--- src/rtl/core_pkg.sv ---
// Shared definitions for the 8-bit-PC / 16-bit-instruction core: widths, opcodes,
// instruction field positions and the ID/EX pipeline payload.
package core_pkg;

    localparam int unsigned DATA_W  = 16;
    localparam int unsigned PC_W    = 8;
    localparam int unsigned NREGS   = 8;
    localparam int unsigned REG_AW  = 3;
    localparam int unsigned OP_W    = 4;
    localparam int unsigned IMM6_W  = 6;
    localparam int unsigned IMM8_W  = 8;

    localparam int unsigned OP_LSB  = 12;
    localparam int unsigned RD_LSB  = 9;
    localparam int unsigned RS1_LSB = 6;
    localparam int unsigned RS2_LSB = 3;

    localparam logic [OP_W-1:0] OP_ADD  = 4'h0;
    localparam logic [OP_W-1:0] OP_SUB  = 4'h1;
    localparam logic [OP_W-1:0] OP_AND  = 4'h2;
    localparam logic [OP_W-1:0] OP_OR   = 4'h3;
    localparam logic [OP_W-1:0] OP_XOR  = 4'h4;
    localparam logic [OP_W-1:0] OP_ADDI = 4'h5;
    localparam logic [OP_W-1:0] OP_LD   = 4'h6;
    localparam logic [OP_W-1:0] OP_ST   = 4'h7;
    localparam logic [OP_W-1:0] OP_BEQ  = 4'h8;
    localparam logic [OP_W-1:0] OP_BNE  = 4'h9;
    localparam logic [OP_W-1:0] OP_JMP  = 4'hA;
    localparam logic [OP_W-1:0] OP_NOP  = 4'hE;
    localparam logic [OP_W-1:0] OP_HALT = 4'hF;

    localparam logic [DATA_W-1:0] NOP_INSTR = 16'hE000;

    typedef enum logic {
        ST_RUN    = 1'b0,
        ST_HALTED = 1'b1
    } dec_state_e;

    typedef struct packed {
        logic              valid;
        logic [OP_W-1:0]   opcode;
        logic [REG_AW-1:0] rd;
        logic [DATA_W-1:0] rs1_data;
        logic [DATA_W-1:0] rs2_data;
        logic [DATA_W-1:0] imm;
        logic [PC_W-1:0]   pc;
        logic              reg_write;
        logic              mem_read;
        logic              mem_write;
        logic              branch;
    } id_ex_t;

    // Opcodes whose rs2 field names a real source register
    function automatic logic uses_rs2(input logic [OP_W-1:0] op);
        return op inside {OP_ADD, OP_SUB, OP_AND, OP_OR, OP_XOR, OP_ST, OP_BEQ, OP_BNE};
    endfunction

endpackage

--- src/rtl/decode_stage_if.sv ---
// ID/EX pipeline bundle from decode to execute.
interface decode_stage_if;
    import core_pkg::*;

    logic              ex_valid;
    logic [OP_W-1:0]   ex_opcode;
    logic [REG_AW-1:0] ex_rd;
    logic [DATA_W-1:0] ex_rs1_data;
    logic [DATA_W-1:0] ex_rs2_data;
    logic [DATA_W-1:0] ex_imm;
    logic [PC_W-1:0]   ex_pc;
    logic              ex_reg_write;
    logic              ex_mem_read;
    logic              ex_mem_write;
    logic              ex_branch;

    modport master (
        output ex_valid, ex_opcode, ex_rd, ex_rs1_data, ex_rs2_data, ex_imm, ex_pc,
               ex_reg_write, ex_mem_read, ex_mem_write, ex_branch
    );

    modport slave (
        input  ex_valid, ex_opcode, ex_rd, ex_rs1_data, ex_rs2_data, ex_imm, ex_pc,
               ex_reg_write, ex_mem_read, ex_mem_write, ex_branch
    );

endinterface

--- src/rtl/reg_file.sv ---
// 8x16 register file: two combinational read ports with write-through bypass,
// one synchronous write port, r0 hardwired to zero.
module reg_file
    import core_pkg::*;
(
    input  logic              clk,
    input  logic              reset,
    input  logic [REG_AW-1:0] rd_addr_a,
    output logic [DATA_W-1:0] rd_data_a,
    input  logic [REG_AW-1:0] rd_addr_b,
    output logic [DATA_W-1:0] rd_data_b,
    input  logic              wr_en,
    input  logic [REG_AW-1:0] wr_addr,
    input  logic [DATA_W-1:0] wr_data
);

    logic [DATA_W-1:0] regs [NREGS];

    always_ff @(posedge clk or posedge reset) begin
        if (reset) begin
            for (int unsigned i = 0; i < NREGS; i++) regs[i] <= '0;
        end else if (wr_en && wr_addr != '0) begin
            regs[wr_addr] <= wr_data;
        end
    end

    // A same-cycle write wins over the stored value so decode never reads stale data
    assign rd_data_a = (rd_addr_a == '0)                    ? '0      :
                       (wr_en && wr_addr == rd_addr_a)      ? wr_data : regs[rd_addr_a];
    assign rd_data_b = (rd_addr_b == '0)                    ? '0      :
                       (wr_en && wr_addr == rd_addr_b)      ? wr_data : regs[rd_addr_b];

endmodule

--- src/rtl/decode_stage.sv ---
// Decode stage: instruction decode, load-use hazard detection, jump redirect and halt FSM.
// Optional DECODE_PERF_EN adds saturating bubble/stall performance counters.
module decode_stage
    import core_pkg::*;
(
    input  logic              clk,
    input  logic              reset,
    input  logic [DATA_W-1:0] instr_in,
    input  logic [PC_W-1:0]   pc_in,
    input  logic              valid_in,
    input  logic              flush_in,
    input  logic              stall_in,
    input  logic              wb_en,
    input  logic [REG_AW-1:0] wb_addr,
    input  logic [DATA_W-1:0] wb_data,
    output logic              stall_out,
    output logic              jump_flush,
    output logic [PC_W-1:0]   jump_target,
    output logic              halt_out,
    decode_stage_if.master    id_ex
`ifdef DECODE_PERF_EN
   ,output logic [15:0]       perf_bubbles
   ,output logic [15:0]       perf_stalls
`endif
);

    logic [OP_W-1:0]   op;
    logic [REG_AW-1:0] rd, rs1, rs2;
    logic [IMM6_W-1:0] imm6;
    logic [DATA_W-1:0] rs1_data, rs2_data;
    logic              hazard_c, accept_c;
    id_ex_t            dec, ex_q, ex_d;
    dec_state_e        state_q, state_d;

    assign op   = instr_in[OP_LSB  +: OP_W];
    assign rd   = instr_in[RD_LSB  +: REG_AW];
    assign rs1  = instr_in[RS1_LSB +: REG_AW];
    assign rs2  = instr_in[RS2_LSB +: REG_AW];
    assign imm6 = instr_in[IMM6_W-1:0];

    reg_file u_reg_file (
        .clk       (clk),
        .reset     (reset),
        .rd_addr_a (rs1),
        .rd_data_a (rs1_data),
        .rd_addr_b (rs2),
        .rd_data_b (rs2_data),
        .wr_en     (wb_en),
        .wr_addr   (wb_addr),
        .wr_data   (wb_data)
    );

    // Load in ID/EX whose rd feeds the instruction now in decode
    assign hazard_c = valid_in && ex_q.valid && ex_q.mem_read && (ex_q.rd != '0) &&
                      ((rs1 == ex_q.rd) || (uses_rs2(op) && (rs2 == ex_q.rd)));
    assign accept_c = valid_in && (state_q == ST_RUN) && !flush_in && !stall_in && !hazard_c;

    assign stall_out   = hazard_c || stall_in || (state_q == ST_HALTED);
    assign jump_flush  = accept_c && (op == OP_JMP);
    assign jump_target = instr_in[IMM8_W-1:0];
    assign halt_out    = (state_q == ST_HALTED);

    always_comb begin
        dec           = '0;
        dec.valid     = valid_in;
        dec.opcode    = op;
        dec.rd        = rd;
        dec.rs1_data  = rs1_data;
        dec.rs2_data  = rs2_data;
        dec.imm       = {{(DATA_W-IMM6_W){imm6[IMM6_W-1]}}, imm6};
        dec.pc        = pc_in;
        case (op)
            OP_ADD, OP_SUB, OP_AND, OP_OR, OP_XOR, OP_ADDI: dec.reg_write = (rd != '0);
            OP_LD: begin
                dec.reg_write = (rd != '0);
                dec.mem_read  = 1'b1;
            end
            OP_ST:          dec.mem_write = 1'b1;
            OP_BEQ, OP_BNE: dec.branch    = 1'b1;
            default:        ;
        endcase
    end

    always_ff @(posedge clk or posedge reset) begin
        if (reset) begin
            state_q <= ST_RUN;
            ex_q    <= '0;
        end else begin
            state_q <= state_d;
            ex_q    <= ex_d;
        end
    end

    // Slot update priority: flush, back-pressure hold, load-use bubble, capture
    always_comb begin
        state_d = state_q;
        ex_d    = ex_q;
        if (flush_in) begin
            ex_d.valid = 1'b0;
        end else if (stall_in) begin
            ex_d = ex_q;
        end else if (hazard_c) begin
            ex_d.valid = 1'b0;
        end else begin
            ex_d = dec;
        end
        if (state_q == ST_HALTED) ex_d.valid = 1'b0;
        if (accept_c && op == OP_HALT) state_d = ST_HALTED;
    end

    assign id_ex.ex_valid     = ex_q.valid && (state_q == ST_RUN);
    assign id_ex.ex_opcode    = ex_q.opcode;
    assign id_ex.ex_rd        = ex_q.rd;
    assign id_ex.ex_rs1_data  = ex_q.rs1_data;
    assign id_ex.ex_rs2_data  = ex_q.rs2_data;
    assign id_ex.ex_imm       = ex_q.imm;
    assign id_ex.ex_pc        = ex_q.pc;
    assign id_ex.ex_reg_write = ex_q.reg_write;
    assign id_ex.ex_mem_read  = ex_q.mem_read;
    assign id_ex.ex_mem_write = ex_q.mem_write;
    assign id_ex.ex_branch    = ex_q.branch;

`ifdef DECODE_PERF_EN
    always_ff @(posedge clk or posedge reset) begin
        if (reset) begin
            perf_bubbles <= '0;
            perf_stalls  <= '0;
        end else begin
            if (!flush_in && !stall_in && hazard_c && perf_bubbles != 16'hFFFF)
                perf_bubbles <= perf_bubbles + 16'd1;
            if (stall_in && perf_stalls != 16'hFFFF)
                perf_stalls <= perf_stalls + 16'd1;
        end
    end
`endif

endmodule
--- src/flat_wrapper.sv ---
// flat-port wrapper written by rule: the top's interface ports become plain ports
module decode_stage_flat import core_pkg::*;
  (clk, reset, instr_in, pc_in, valid_in, flush_in, stall_in, wb_en, wb_addr, wb_data, stall_out, jump_flush, jump_target, halt_out, id_ex_ex_valid, id_ex_ex_opcode, id_ex_ex_rd, id_ex_ex_rs1_data, id_ex_ex_rs2_data, id_ex_ex_imm, id_ex_ex_pc, id_ex_ex_reg_write, id_ex_ex_mem_read, id_ex_ex_mem_write, id_ex_ex_branch);
  decode_stage_if id_ex_i ();
  input  logic clk;
  input  logic reset;
  input  logic [DATA_W-1:0] instr_in;
  input  logic [PC_W-1:0] pc_in;
  input  logic valid_in;
  input  logic flush_in;
  input  logic stall_in;
  input  logic wb_en;
  input  logic [REG_AW-1:0] wb_addr;
  input  logic [DATA_W-1:0] wb_data;
  output logic stall_out;
  output logic jump_flush;
  output logic [PC_W-1:0] jump_target;
  output logic halt_out;
  output wire logic [$bits(id_ex_i.ex_valid)-1:0] id_ex_ex_valid;
  output wire logic [$bits(id_ex_i.ex_opcode)-1:0] id_ex_ex_opcode;
  output wire logic [$bits(id_ex_i.ex_rd)-1:0] id_ex_ex_rd;
  output wire logic [$bits(id_ex_i.ex_rs1_data)-1:0] id_ex_ex_rs1_data;
  output wire logic [$bits(id_ex_i.ex_rs2_data)-1:0] id_ex_ex_rs2_data;
  output wire logic [$bits(id_ex_i.ex_imm)-1:0] id_ex_ex_imm;
  output wire logic [$bits(id_ex_i.ex_pc)-1:0] id_ex_ex_pc;
  output wire logic [$bits(id_ex_i.ex_reg_write)-1:0] id_ex_ex_reg_write;
  output wire logic [$bits(id_ex_i.ex_mem_read)-1:0] id_ex_ex_mem_read;
  output wire logic [$bits(id_ex_i.ex_mem_write)-1:0] id_ex_ex_mem_write;
  output wire logic [$bits(id_ex_i.ex_branch)-1:0] id_ex_ex_branch;
  assign id_ex_ex_valid = id_ex_i.ex_valid;
  assign id_ex_ex_opcode = id_ex_i.ex_opcode;
  assign id_ex_ex_rd = id_ex_i.ex_rd;
  assign id_ex_ex_rs1_data = id_ex_i.ex_rs1_data;
  assign id_ex_ex_rs2_data = id_ex_i.ex_rs2_data;
  assign id_ex_ex_imm = id_ex_i.ex_imm;
  assign id_ex_ex_pc = id_ex_i.ex_pc;
  assign id_ex_ex_reg_write = id_ex_i.ex_reg_write;
  assign id_ex_ex_mem_read = id_ex_i.ex_mem_read;
  assign id_ex_ex_mem_write = id_ex_i.ex_mem_write;
  assign id_ex_ex_branch = id_ex_i.ex_branch;
  decode_stage u_core (.clk(clk), .reset(reset), .instr_in(instr_in), .pc_in(pc_in), .valid_in(valid_in), .flush_in(flush_in), .stall_in(stall_in), .wb_en(wb_en), .wb_addr(wb_addr), .wb_data(wb_data), .stall_out(stall_out), .jump_flush(jump_flush), .jump_target(jump_target), .halt_out(halt_out), .id_ex(id_ex_i));
endmodule
--- config.mk ---
export PLATFORM = sky130hd
export DESIGN_NAME = decode_stage_flat
export DESIGN_NICKNAME = d
export VERILOG_FILES = /design/src/rtl/core_pkg.sv /design/src/rtl/decode_stage_if.sv /design/src/rtl/reg_file.sv /design/src/rtl/decode_stage.sv /design/src/flat_wrapper.sv
export SDC_FILE = /design/constraint.sdc
export NUM_CORES = 1
export LEC_CHECK = 0
export CORE_UTILIZATION = 55
export DETAILED_ROUTE_END_ITERATION = 10
export PLACE_DENSITY = 0.79
export RECOVER_POWER = 100
export SLEW_MARGIN = 20
export SYNTH_ARGS = -nofsm -noshare
export SYNTH_HDL_FRONTEND = slang
export SYNTH_SLANG_ARGS = --single-unit
--- constraint.sdc ---
create_clock -name clk -period 10.15 [get_ports clk]
set_input_delay 1.015 -clock clk [delete_from_list [all_inputs] [get_ports clk]]
set_output_delay 1.015 -clock clk [all_outputs]
set_load 0.02 [all_outputs]
* Word-level counts from Yosys, hierarchy flattened
Cells that the tools add are included.
Storage, ports and cells: register bits after elaboration 187, input bits 49, output and inout port bits 79, logic and storage cells 101
Operators by class: equality and inequality tests 16, order comparisons 4, reduce and logical (&&, ||, !) cells 32, mux-type cells 22, bitwise operators 7
Operator list (count):
- $mux 16 | 9
- $bwmux 128 | 1
- $bmux 16 s3 | 2
- $mux 68 | 1
- $mux 67 | 1
- $demux 16 s3 | 1
- $eq 4x3->1 const B | 4
- $eq 4x4->1 const B | 4
- $logic_and 1x1->1 | 16
- $eq 3x3->1 | 4
- $ge 4x4->1 const B | 3
- $not 3->4 | 3
- $reduce_bool 3->1 | 3
- $eq 4x2->1 const B | 2
- $reduce_bool 8->1 | 1
- $mux 1 | 7
- $reduce_or 7->1 | 1
- $logic_not 3->1 | 2
- $eq 4x1->1 const B | 1
- $logic_not 4->1 | 1
- $lt 4x1->1 const B | 1
- $not 1->1 | 4
- $logic_not 1->1 | 3
- $logic_or 1x1->1 | 3
- 3 further kinds | 3

* Depth between registers and ports, before layout
Gate-level depths: netlist of run 1.
word-level depth 10, gate-level depth with buffers 8, depth with buffers taken out 5

* By module
Synthesis of run 1 repeated with hierarchy kept, for this count alone.
Unflattened totals: cell total of the unflattened synthesis 774, area total of the unflattened synthesis 10008.3 µm²
By module, submodules not included:
- reg_file | instances 1, cells an instance 548, area each 7068.0 µm²
- decode_stage | instances 1, cells an instance 226, area each 2940.3 µm²

* Worst setup path after synthesis of run 1
OpenSTA, ideal clock, no wires.
path type input-to-output, from in instr_in[6], to out jump_flush, arrival time 2.469 ns, slack 6.666 ns, stages 8, data required time 9.135 ns, cells stage by stage buf_4 xor2_1 nor3_1 a41oi_2 o21ai_2 buf_6 buf_6 nor3_1
Between the ends: cells in the longest elaborated chain, start to end 6
Ends and longest elaborated chain:
- start, declared | line flat_wrapper.sv:7 | input logic [DATA_W-1:0] instr_in;
- $eq 3x3->1 | line decode_stage.sv:55 | ((rs1 == ex_q.rd) || (uses_rs2(op) && (rs2 == ex_q.rd)));
- $logic_or 1x1->1 | line decode_stage.sv:55
- $logic_and 1x1->1 | line decode_stage.sv:54 | assign hazard_c = valid_in && ex_q.valid && ex_q.mem_read && (ex_q.rd != '0) &&
- $logic_not 1->1 | line decode_stage.sv:56 | assign accept_c = valid_in && (state_q == ST_RUN) && !flush_in && !stall_in && !hazard_c;
- $logic_and 1x1->1 | line decode_stage.sv:56
- $logic_and 1x1->1 | line decode_stage.sv:59 | assign jump_flush = accept_c && (op == OP_JMP);
- end, declared | line flat_wrapper.sv:16 | output logic jump_flush;
Every way passes these cells.

* Final worst setup path of run 1
from in instr_in[4], to reg u_core.state_q (netlist: u_core.halt_out)
Between the ends: cells in the longest elaborated chain, start to end 7
Ends and longest elaborated chain:
- $eq 3x3->1 | line decode_stage.sv:55
- $logic_and 1x1->1 | line decode_stage.sv:55
- $logic_or 1x1->1 | line decode_stage.sv:55
- $logic_and 1x1->1 | line decode_stage.sv:54
- $logic_not 1->1 | line decode_stage.sv:56
- $logic_and 1x1->1 | line decode_stage.sv:56
- $logic_and 1x1->1 | line decode_stage.sv:108 | if (accept_c && op == OP_HALT) state_d = ST_HALTED;
- end signal, assigned | line decode_stage.sv:89 | state_q <= state_d;
- end, declared | line decode_stage.sv:33 | dec_state_e state_q, state_d;
Every way passes these cells. A chain may end at the register's enable or synchronous reset.

==> impl_metrics.csv, run 1 <==
group,metric,value,unit
timing,setup_viol,0,
timing,setup_tns,0,ns
worst_setup_path,worst_r2r_endpoint,"u_core.halt_out$_DFFE_PP0P_",
min_path,holdPathStages,0,
synth,synth_area_leaders,"dfrtp_1 46%, mux2_2 15%, mux2i_1 9.6%, mux4_2 7.2%, buf_4 6.2%",
cells_and_area,utilization,0.6373,
clock_tree,insertion_delay,0.44,ns
synth,yosys_warnings,0,
synth,yosysTopAreaCellShare,0.4647,
route,via_per_inst,6.330,
place,numPortBuffers,127,
place,post_dp_cell_area,10890,µm²
worst_setup_path,worst-setup-path-type,"in -> reg",
floorplan,core_region_area,17960,µm²
timing,hold_viol_final,0,
grt,grt.overflow.total,0,
worst_setup_path,worstReg2RegStart,"u_core.id_ex.ex_rd[1]$_DFFE_PP0P_",
synth,synth.distinct_cells,33,
clock_tree,cts_tree,"built",
route,ant_nets,0,
grt,grt_max_degree,99,
synth,ys_ff_latch,187,
clock_tree,clock-sinks,187,
route,drc,0,
cells_and_area,area_growth,13.68,%
timing,layout_min_cycle_time,6.301,ns
clock_tree,cts_hold_buf,0,
timing,final.setup_skew,0.01118,ns
clock_tree,clk_pin_slew,0.07,ns
pwr,power_density,202.3,nW/µm²
cells_and_area,diodes,0,
floorplan,die_h,137.3,µm
min_path,whs_endpoint,"u_core.u_reg_file.regs[125]$_DFFE_PP0P_",
route,wirelength,24810,µm
min_path,hp-start,"u_core.u_reg_file.regs[125]$_DFFE_PP0P_",
grt,grtUsageTotal,0.2719,
worst_setup_path,arrival,6.46,ns
floorplan,initial_core_util,0.5606,
run_status,violations,"max-capacitance violations, max-slew violations",
timing,finalCritPeriodShare,0.6208,
worst_setup_path,reg2reg_depth,6,
pwr,p_int,0.001640,W
place,dp_hpwl,15370,µm
pwr,switching_share,0.2917,
grt,grt_pass1_wl,37860,µm
synth,synth_largest_area_cell,"dfrtp_1",
pwr,power_frac_comb,0.256,
route,num_vias,6571,
pwr,switching_power,0.0006756,W
cells_and_area,final_cell_area,11450,µm²
floorplan,rows,49,
synth,async_flop_share,1.000,
clock_tree,clock_path_buffers,2,
pwr,ir_drop,0.1282,mV
timing,relSlewSlack,-1.879,
pwr,leakage,5.050,nW
worst_setup_path,critical_path_required,10.30,ns
clock_tree,cts_resized,0,
pwr,finalPower,0.002316,W
clock_tree,cts_buffers,17,
synth,synth_edf_count,0,
timing,fmax,158.7,MHz
floorplan,fp.dieW,137.3,µm
min_path,hold_path_class,"reg -> reg",
synth,avgSynthCellArea,12.96,µm²
clock_tree,htree_levels,4,
grt,grt_antenna_before_repair,0,
pwr,p_seq_frac,0.433,
synth,seq_area_frac_synth,0.4647,
floorplan,die_area,18850,µm²
timing,maxSlewViolCount,199,
synth,syn_nets,826,
worst_setup_path,regToRegSetupSlack,5.64,ns
route,first_iter_violations,541,
route,dr.pass1.iters,6,
place,place_congestion,0.7756,
worst_setup_path,crit_fanout,58,
floorplan,ios,128,
synth,synth_area,10070,µm²
clock_tree,cts_setup_buffers,0,
worst_setup_path,startpoint_type,"primary input",
job,maxCapViolCount,4,
cells_and_area,drive_gt1_frac,0.2583,
synth,synthCells,777,
route,detail_route.wl_per_cell,23.90,µm
synth,synth_ff_type,"dfrtp_1",
cells_and_area,fin_nets,846,
grt,grt_pass1_vias,6905,
clock_tree,cts_root_buffer,"clkbuf_16",
timing,worst_slew_pin_slew,4.294,ns
timing,rsz0062_at_grt,"no",
pwr,clkPwrFrac,0.311,
run_status,status,"complete, but fails checks",
worst_setup_path,cp-end-kind,"flop",
-- cell families (layout without fill, tap and decap cells) --
| logic type | Yosys count | count (layout) | synth area share |
|---|---|---|---|
| XOR/XNOR | 12 | 12 | 0.01044 |
| AND/OR/NAND/NOR | 63 | 63 | 0.03939 |
| multiplexers | 266 | 266 | 0.3212 |
| AO/OA/AOI/OAI | 72 | 72 | 0.06250 |
| buffers and inverters | 177 | 209 | 0.1018 |
| flip-flops | 187 | 187 | 0.4647 |
-- worst max-delay path, stage by stage --
cell             delay [ns]
clkdlybuf4s50_1        0.47
clkbuf_1               1.18
xnor2_1                0.22
a41oi_1                0.25
o21ai_4                0.18
clkbuf_1               2.72
o31ai_1                0.37
-- layout make-up --
type / instances / area, µm²
clock buffers: 21 / 480.5
clock inverters: 10 / 160.2
fillers: 1300 / 6516
inverters: 35 / 132.6
multi-input cells: 413 / 4360
flip-flops and latches: 187 / 4679
well taps: 229 / 286.5
repair buffers: 143 / 1348
-- worst max path at each step --
stage          slack (ns)                     endpoint  cells past startpoint   startpoint
2_1_floorplan        4.05  u_core.ex_q[67]$_DFFE_PP0P_                      1        reset
5_1_grt              3.49  u_core.halt_out$_DFFE_PP0P_                      8  instr_in[7]
4_1_cts              5.93                   jump_flush                      8  instr_in[7]
6_report             3.85  u_core.halt_out$_DFFE_PP0P_                      7  instr_in[4]
3_3_place_gp         5.93                   jump_flush                      8  instr_in[7]
3_5_place_dp         5.94                   jump_flush                      8  instr_in[7]
-- cells in the mapped netlist (2+ instances only) --
cell type    n
nor4bb_1     3
o221ai_1    64
nand2b_1     2
clkbuf_1    30
nor2b_1     33
buf_4       83
xor2_1       3
nand4_1      4
buf_2       27
xnor2_1      9
mux2i_1     97
nand4b_1     3
buf_6        2
nor2_1       3
nor3_1       4
or3_1        3
mux2_2     137
mux4_2      32
nand2_1      4
dfrtp_1    187
inv_1       35
-- sequential cells by signal, indices dropped and copies added, names as in the netlist --
| name | flops |
|---|---|
| u_core.ex_q | 1 |
| u_core.halt_out | 1 |
| u_core.id_ex.ex_branch | 1 |
| u_core.id_ex.ex_imm | 6 |
| u_core.id_ex.ex_mem_read | 1 |
| u_core.id_ex.ex_mem_write | 1 |
| u_core.id_ex.ex_opcode | 4 |
| u_core.id_ex.ex_pc | 8 |
| u_core.id_ex.ex_rd | 3 |
| u_core.id_ex.ex_reg_write | 1 |
| u_core.id_ex.ex_rs1_data | 16 |
| u_core.id_ex.ex_rs2_data | 16 |
| u_core.u_reg_file.regs | 128 |
-- layer usage --
metal	up-vias	track usage	wire length, µm
met2	309	0.4509	12250
met5	-	0	0
li1	2816	-	-
met1	3407	0.3524	10030
met3	39	0.04893	1939
met4	0	0.1111	595
-- through the flow --
| step | instances | hold slack (ns) | setup slack, ns |
|---|---|---|---|
| after detailed placement | 1006 | 0.3836 | 5.940 |
| after global placement | 1006 | 0.3763 | 5.929 |
| after floorplan | 777 | 0.4413 | 4.050 |
| final | 1038 | 0.3979 | 3.849 |
| after global routing | 1038 | 0.4132 | 3.491 |
| after CTS | 1037 | 0.3980 | 5.929 |
-- cells in the final DEF, fill, tap and decap left out, drive strengths merged --
master,count
nor2b,33
clkinvlp,2
mux2,137
xnor2,9
nor2,3
or3,3
o22ai,1
clkbuf,31
nand2b,2
buf,8
a41oi,1
clkinv,3
bufinv,4
nand2,4
clkdlybuf4s50,43
xor2,3
nand4,4
o31ai,1
o21a,1
mux2i,97
or4b,1
nor3,5
o311a,1
a21boi,1
nor4bb,3
dfrtp,187
nor4,1
o21ai,2
nand4b,3
inv,36
o221ai,64
nand3,1
dlygate4sd3,82
mux4,32
-- power groups by stage --
stage | Clock [W] | Sequential, W | Combinational, W
floorplan | 0 | 0.000980 | 0.000476
global placement | 0 | 0.000996 | 0.000592
detailed placement | 0 | 0.00101 | 0.000612
CTS | 0.000724 | 0.00100 | 0.000618
global route | 0.000752 | 0.00102 | 0.000636
finish | 0.000720 | 0.00100 | 0.000593
No activity file was read; power rests on OpenSTA's default activity.
==> run 2: changes to the inputs <==
==> constraint.sdc (replaced) <==
create_clock -name clk -period 6.5 [get_ports clk]
set_input_delay 0.65 -clock clk [delete_from_list [all_inputs] [get_ports clk]]
set_output_delay 0.65 -clock clk [all_outputs]
set_load 0.02 [all_outputs]
==> run 2 against run 1 <==
Net effect: the run still ends with max-capacitance violations, max-slew violations left; worst hold slack worse by 0.0040 ns; non-clock buffer count stayed put; count of clock-buffer cells in the layout stayed put; final cell count stayed put; via count is 0.50% higher; largest cell class unchanged.
==> impl_metrics.csv, run 2 (synthesis gave the netlist of run 1 again) <==
group,metric,value,unit
grt,grt_pass1_wl,37440,µm
cells_and_area,fillers,1306,
timing,hold_viol_final,0,
clock_tree,insertion_delay,0.44,ns
cells_and_area,instances_no_fill,1038,
cells_and_area,layout_commonest_cell,"dfrtp_1",
route,detail_route.wl_per_cell,23.14,µm
timing,fmax,217.5,MHz
floorplan,die_area,18850,µm²
pwr,finalPower,0.003553,W
timing,final.setup_skew,0.008861,ns
timing,relSlewSlack,-1.918,
worst_setup_path,critPathBufInv,3,
cells_and_area,regMostFlops,"u_core.u_reg_file.regs",
grt,grt_antenna_before_repair,0,
min_path,hold_path_class,"reg -> reg",
worst_setup_path,regToRegSetupSlack,3.39,ns
worst_setup_path,worst-setup-path-type,"in -> out",
worst_setup_path,crit_fanout,22,
grt,grt_max_degree,101,
cells_and_area,area_growth,13.31,%
route,ant_nets,0,
cells_and_area,diodes,0,
timing,layout_min_cycle_time,4.597,ns
route,wirelength,24020,µm
worst_setup_path,path_cells,"dlygate4sd3_1 -> clkbuf_1 -> xor2_1 -> nor3_1 -> a41oi_1 -> o21ai_0 -> nor3_1 -> dlygate4sd3_1",
clock_tree,cts_resized,0,
floorplan,rows,49,
floorplan,ios,128,
clock_tree,cts_buffers,17,
place,place_inst,1006,
clock_tree,clock_path_buffers,2,
worst_setup_path,startpoint_type,"primary input",
clock_tree,clock-sinks,187,
cells_and_area,drive_gt1_frac,0.2583,
cells_and_area,mostFrequentLayoutCells,"187 x dfrtp_1, 136 x mux2_2, 97 x mux2i_1",
floorplan,initial_core_util,0.5606,
job,maxCapViolCount,6,
clock_tree,htree_levels,4,
route,dr.pass1.iters,5,
worst_setup_path,critical_path_required,5.85,ns
clock_tree,clk_pin_slew,0.06,ns
grt,grtUsageTotal,0.2686,
floorplan,die_h,137.3,µm
clock_tree,cts_setup_buffers,0,
worst_setup_path,critPathMaxStageDelay,1.17,ns
clock_tree,cts_tree,"built",
timing,finalCritPeriodShare,0.7073,
pwr,ir_drop,0.1989,mV
timing,setup_tns,0,ns
grt,grt_pass1_vias,6909,
clock_tree,cts_hold_buf,0,
timing,maxSlewViolCount,224,
timing,rsz0062_at_grt,"no",
cells_and_area,fin_nets,846,
route,via_per_inst,6.362,
floorplan,fp.dieW,137.3,µm
grt,grt.overflow.total,0,
clock_tree,cts_root_buffer,"clkbuf_16",
pwr,leakage,5.027,nW
run_status,violations,"max-capacitance violations, max-slew violations",
floorplan,core_region_area,17960,µm²
worst_setup_path,cp-end-kind,"primary output",
route,drc,0,
place,place_congestion,0.7736,
timing,setup_viol,0,
run_status,status,"complete, but fails checks",
worst_setup_path,arrival,3.95,ns
cells_and_area,largest_reg_flops,128,
pwr,power_density,311.4,nW/µm²
worst_setup_path,crit_slowest_cell,"clkbuf_1",
worst_setup_path,cp_top_family,"buffers and inverters",
place,numPortBuffers,127,
route,first_iter_violations,380,
route,num_vias,6604,
timing,worst_slew_pin_slew,4.353,ns
place,dp_hpwl,15070,µm
## run 2: changes by cell type in the layout (fill, tap and decap cells not counted), sizes merged
cell,before,now
bufinv,4,3
clkinvlp,2,4
inv,36,35
## run 2: final timing paths
check,from,end,depth (start not counted)
hold / removal,u_core.u_reg_file.regs[118]$_DFFE_PP0P_,u_core.u_reg_file.regs[118]$_DFFE_PP0P_,0
setup / recovery,instr_in[7],jump_flush,8
setup reg to reg,u_core.id_ex.ex_rd[1]$_DFFE_PP0P_,u_core.id_ex.ex_pc[5]$_DFFE_PP0P_,6
max in group asynchronous,reset,u_core.u_reg_file.regs[79]$_DFFE_PP0P_,3
min in group asynchronous,reset,u_core.id_ex.ex_rs1_data[14]$_DFFE_PP0P_,2
hold reg to reg,u_core.u_reg_file.regs[118]$_DFFE_PP0P_,u_core.u_reg_file.regs[118]$_DFFE_PP0P_,0
## run 2: through the flow
stage	hold slack (ns)	cell area [µm²]	setup slack [ns]	util
final	0.3939	11410	1.903	0.6352
after global routing	0.4134	11410	1.677	0.6352
after CTS	0.3980	11500	2.921	0.6400
after detailed placement	0.3836	10890	2.942	0.6060
after global placement	0.3763	10890	3.022	0.6060
after floorplan	0.4413	10070	0.7646	-
## run 2: final cells by class
cell class | instances | area [µm²] | share of cell area
Clock buffer | 21 | 470.5 | 0.04123
Timing Repair Buffer | 143 | 1351 | 0.1184
Sequential cell | 187 | 4679 | 0.4101
Inverter | 35 | 132.6 | 0.01162
Tap cell | 229 | 286.5 | 0.02511
Clock inverter | 10 | 140.1 | 0.01228
Multi-Input combinational cell | 413 | 4349 | 0.3812
## run 2: layer usage
metal | part of all wire | vias to the layer above | routed length [µm] | GRT usage
met2 | 0.48 | 309 | 11620 | 0.4405
met4 | 0.023 | 0 | 556 | 0.1093
met1 | 0.42 | 3432 | 9985 | 0.3453
met3 | 0.077 | 49 | 1855 | 0.05960
met5 | 0 | - | 0 | 0
li1 | - | 2814 | - | -
## run 2: where the power goes
group / switching (W) / internal, W
clock: 0.000440 / 0.000634
sequential: 0.000166 / 0.00140
combinational: 0.000437 / 0.000477
==> run 3: changes to the inputs <==
==> constraint.sdc (replaced) <==
create_clock -name clk -period 4.3 [get_ports clk]
set_input_delay 0.43 -clock clk [delete_from_list [all_inputs] [get_ports clk]]
set_output_delay 0.43 -clock clk [all_outputs]
set_load 0.02 [all_outputs]
==> run 3 against run 2 <==
Net effect: the flow still finishes with violations (max-capacitance violations, max-slew violations); global-route usage is 0.79 points higher; design area rose by 0.79%; total power increased by 55%; sequential power rose by 52%; critical endpoint is now u_core.id_ex.ex_pc[0]$_DFFE_PP0P_; largest power group unchanged.
==> impl_metrics.csv, run 3 (synthesis gave the netlist of run 1 again) <==
group,metric,value,unit
pwr,power_density,479.1,nW/µm²
worst_setup_path,arrival,3.87,ns
run_status,status,"complete, but fails checks",
timing,setup_viol,0,
grt,grt_max_degree,89,
timing,setup_tns,0,ns
timing,maxSlewViolCount,151,
cells_and_area,mostFrequentLayoutCells,"187 x dfrtp_1, 136 x mux2_2, 97 x mux2i_1",
timing,rsz0062_at_grt,"no",
min_path,holdPathStages,0,
cells_and_area,utilization,0.6402,
worst_setup_path,worst-setup-path-type,"in -> reg",
cells_and_area,regMostFlops,"u_core.u_reg_file.regs",
pwr,switching_power,0.001621,W
clock_tree,cts_root_buffer,"clkbuf_16",
worst_setup_path,worstReg2RegStart,"u_core.id_ex.ex_rd[0]$_DFFE_PP0P_",
pwr,ir_drop,0.3787,mV
worst_setup_path,reg2reg_depth,6,
cells_and_area,fin_nets,849,
clock_tree,cts_resized,0,
floorplan,die_h,137.3,µm
clock_tree,cts_setup_buffers,0,
clock_tree,cts_buffers,17,
floorplan,ios,128,
cells_and_area,diodes,0,
worst_setup_path,crit_start,"instr_in[3]",
route,detail_route.wl_per_cell,23.89,µm
route,dr.pass1.iters,5,
worst_setup_path,regToRegSetupSlack,1.21,ns
grt,grt_antenna_before_repair,0,
route,drc,0,
floorplan,initial_core_util,0.5606,
floorplan,die_area,18850,µm²
timing,layout_min_cycle_time,3.557,ns
route,ant_nets,0,
cells_and_area,final_cell_area,11500,µm²
grt,grt_pass1_vias,6692,
timing,relSlewSlack,-0.2830,
run_status,violations,"max-capacitance violations, max-slew violations",
clock_tree,cts_tree,"built",
pwr,clkPwrFrac,0.316,
min_path,hold_path_class,"reg -> reg",
grt,grt.overflow.total,0,
pwr,p_int,0.003889,W
pwr,power_frac_comb,0.254,
timing,worst_slew_pin_slew,1.924,ns
min_path,hp-start,"u_core.u_reg_file.regs[116]$_DFFE_PP0P_",
route,first_iter_violations,580,
place,numPortBuffers,127,
place,place_congestion,0.8115,
pwr,switching_share,0.2942,
cells_and_area,area_growth,14.20,%
worst_setup_path,cp-end-kind,"flop",
timing,finalCritPeriodShare,0.8272,
worst_setup_path,worst_r2r_endpoint,"u_core.id_ex.ex_pc[0]$_DFFE_PP0P_",
timing,final.setup_skew,0.009450,ns
timing,hold_viol_final,0,
pwr,leakage,5.071,nW
cells_and_area,layout_commonest_cell,"dfrtp_1",
place,post_dp_cell_area,10940,µm²
grt,grt_pass1_wl,38050,µm
min_path,whs_endpoint,"u_core.u_reg_file.regs[116]$_DFFE_PP0P_",
cells_and_area,largest_reg_flops,128,
timing,whs,0.3986,ns
route,wirelength,24900,µm
floorplan,core_region_area,17960,µm²
worst_setup_path,critical_path_required,4.61,ns
clock_tree,clock-sinks,187,
timing,fmax,281.1,MHz
floorplan,fp.dieW,137.3,µm
clock_tree,clk_pin_slew,0.07,ns
place,dp_hpwl,15340,µm
route,via_per_inst,6.386,
route,num_vias,6654,
pwr,finalPower,0.005509,W
clock_tree,cts_hold_buf,0,
clock_tree,insertion_delay,0.44,ns
clock_tree,htree_levels,4,
cells_and_area,drive_gt1_frac,0.2632,
pwr,p_seq_frac,0.430,
worst_setup_path,startpoint_type,"primary input",
floorplan,rows,49,
grt,grtUsageTotal,0.2765,
worst_setup_path,crit_fanout,58,
clock_tree,clock_path_buffers,2,
job,maxCapViolCount,4,
-- run 3: cell count changes in the layout (fill, tap and decap cells not counted), sizes merged --
| cell | before | now |
|---|---|---|
| clkinv | 3 | 4 |
| inv | 35 | 37 |
| clkdlybuf4s50 | 43 | 44 |
| clkinvlp | 4 | 3 |
| bufinv | 3 | 5 |
| dlygate4sd3 | 82 | 81 |
-- run 3: how the worst max path moves through the flow --
stage,slack (ns),depth (start not counted),end
final,0.74,6,u_core.id_ex.ex_pc[0]$_DFFE_PP0P_
after global routing,0.57,6,u_core.id_ex.ex_pc[0]$_DFFE_PP0P_
after CTS,1.17,6,jump_flush
after detailed placement,1.07,6,u_core.id_ex.ex_pc[0]$_DFFE_PP0P_
after global placement,1.19,6,u_core.id_ex.ex_branch$_DFFE_PP0P_
after floorplan,1.46,1,u_core.ex_q[67]$_DFFE_PP0P_
-- run 3: power groups by stage --
stage                     sequential [W]  combinational, W  clock [W]
after global routing             0.00241           0.00151    0.00183
after global placement           0.00235           0.00140          0
final                            0.00237           0.00140    0.00174
after CTS                        0.00237           0.00146    0.00176
after floorplan                  0.00231           0.00112          0
after detailed placement         0.00240           0.00145          0
-- run 3: through the flow --
step	setup slack [ns]	std cells
3_5_place_dp	1.072	1009
3_3_place_gp	1.191	1009
6_report	0.7429	1042
5_1_grt	0.5717	1042
4_1_cts	1.175	1041
2_1_floorplan	1.464	777
-- run 3: critical path, stage by stage --
cell and delay, ns:
clkbuf_1 0.94, xnor2_1 0.23, a41oi_1 0.26, o21ai_4 0.20, clkbuf_2 1.30, mux2_2 0.45
-- run 3: routing by layer --
layer	vias to the layer above	share of wire	GRT usage
met4	0	0.026	0.1178
li1	2824	-	-
met5	-	0	0
met2	327	0.46	0.4237
met1	3448	0.43	0.3781
met3	55	0.075	0.06328
-- run 3: final cells by class --
cell class / instances / area [µm²]
Clock buffer: 18 / 439.2
Fill cell: 1292 / 6464
Clock inverter: 14 / 215.2
Timing Repair Buffer: 146 / 1386
Sequential cell: 187 / 4679
Multi-Input combinational cell: 413 / 4360
Tap cell: 229 / 286.5
Inverter: 35 / 132.6
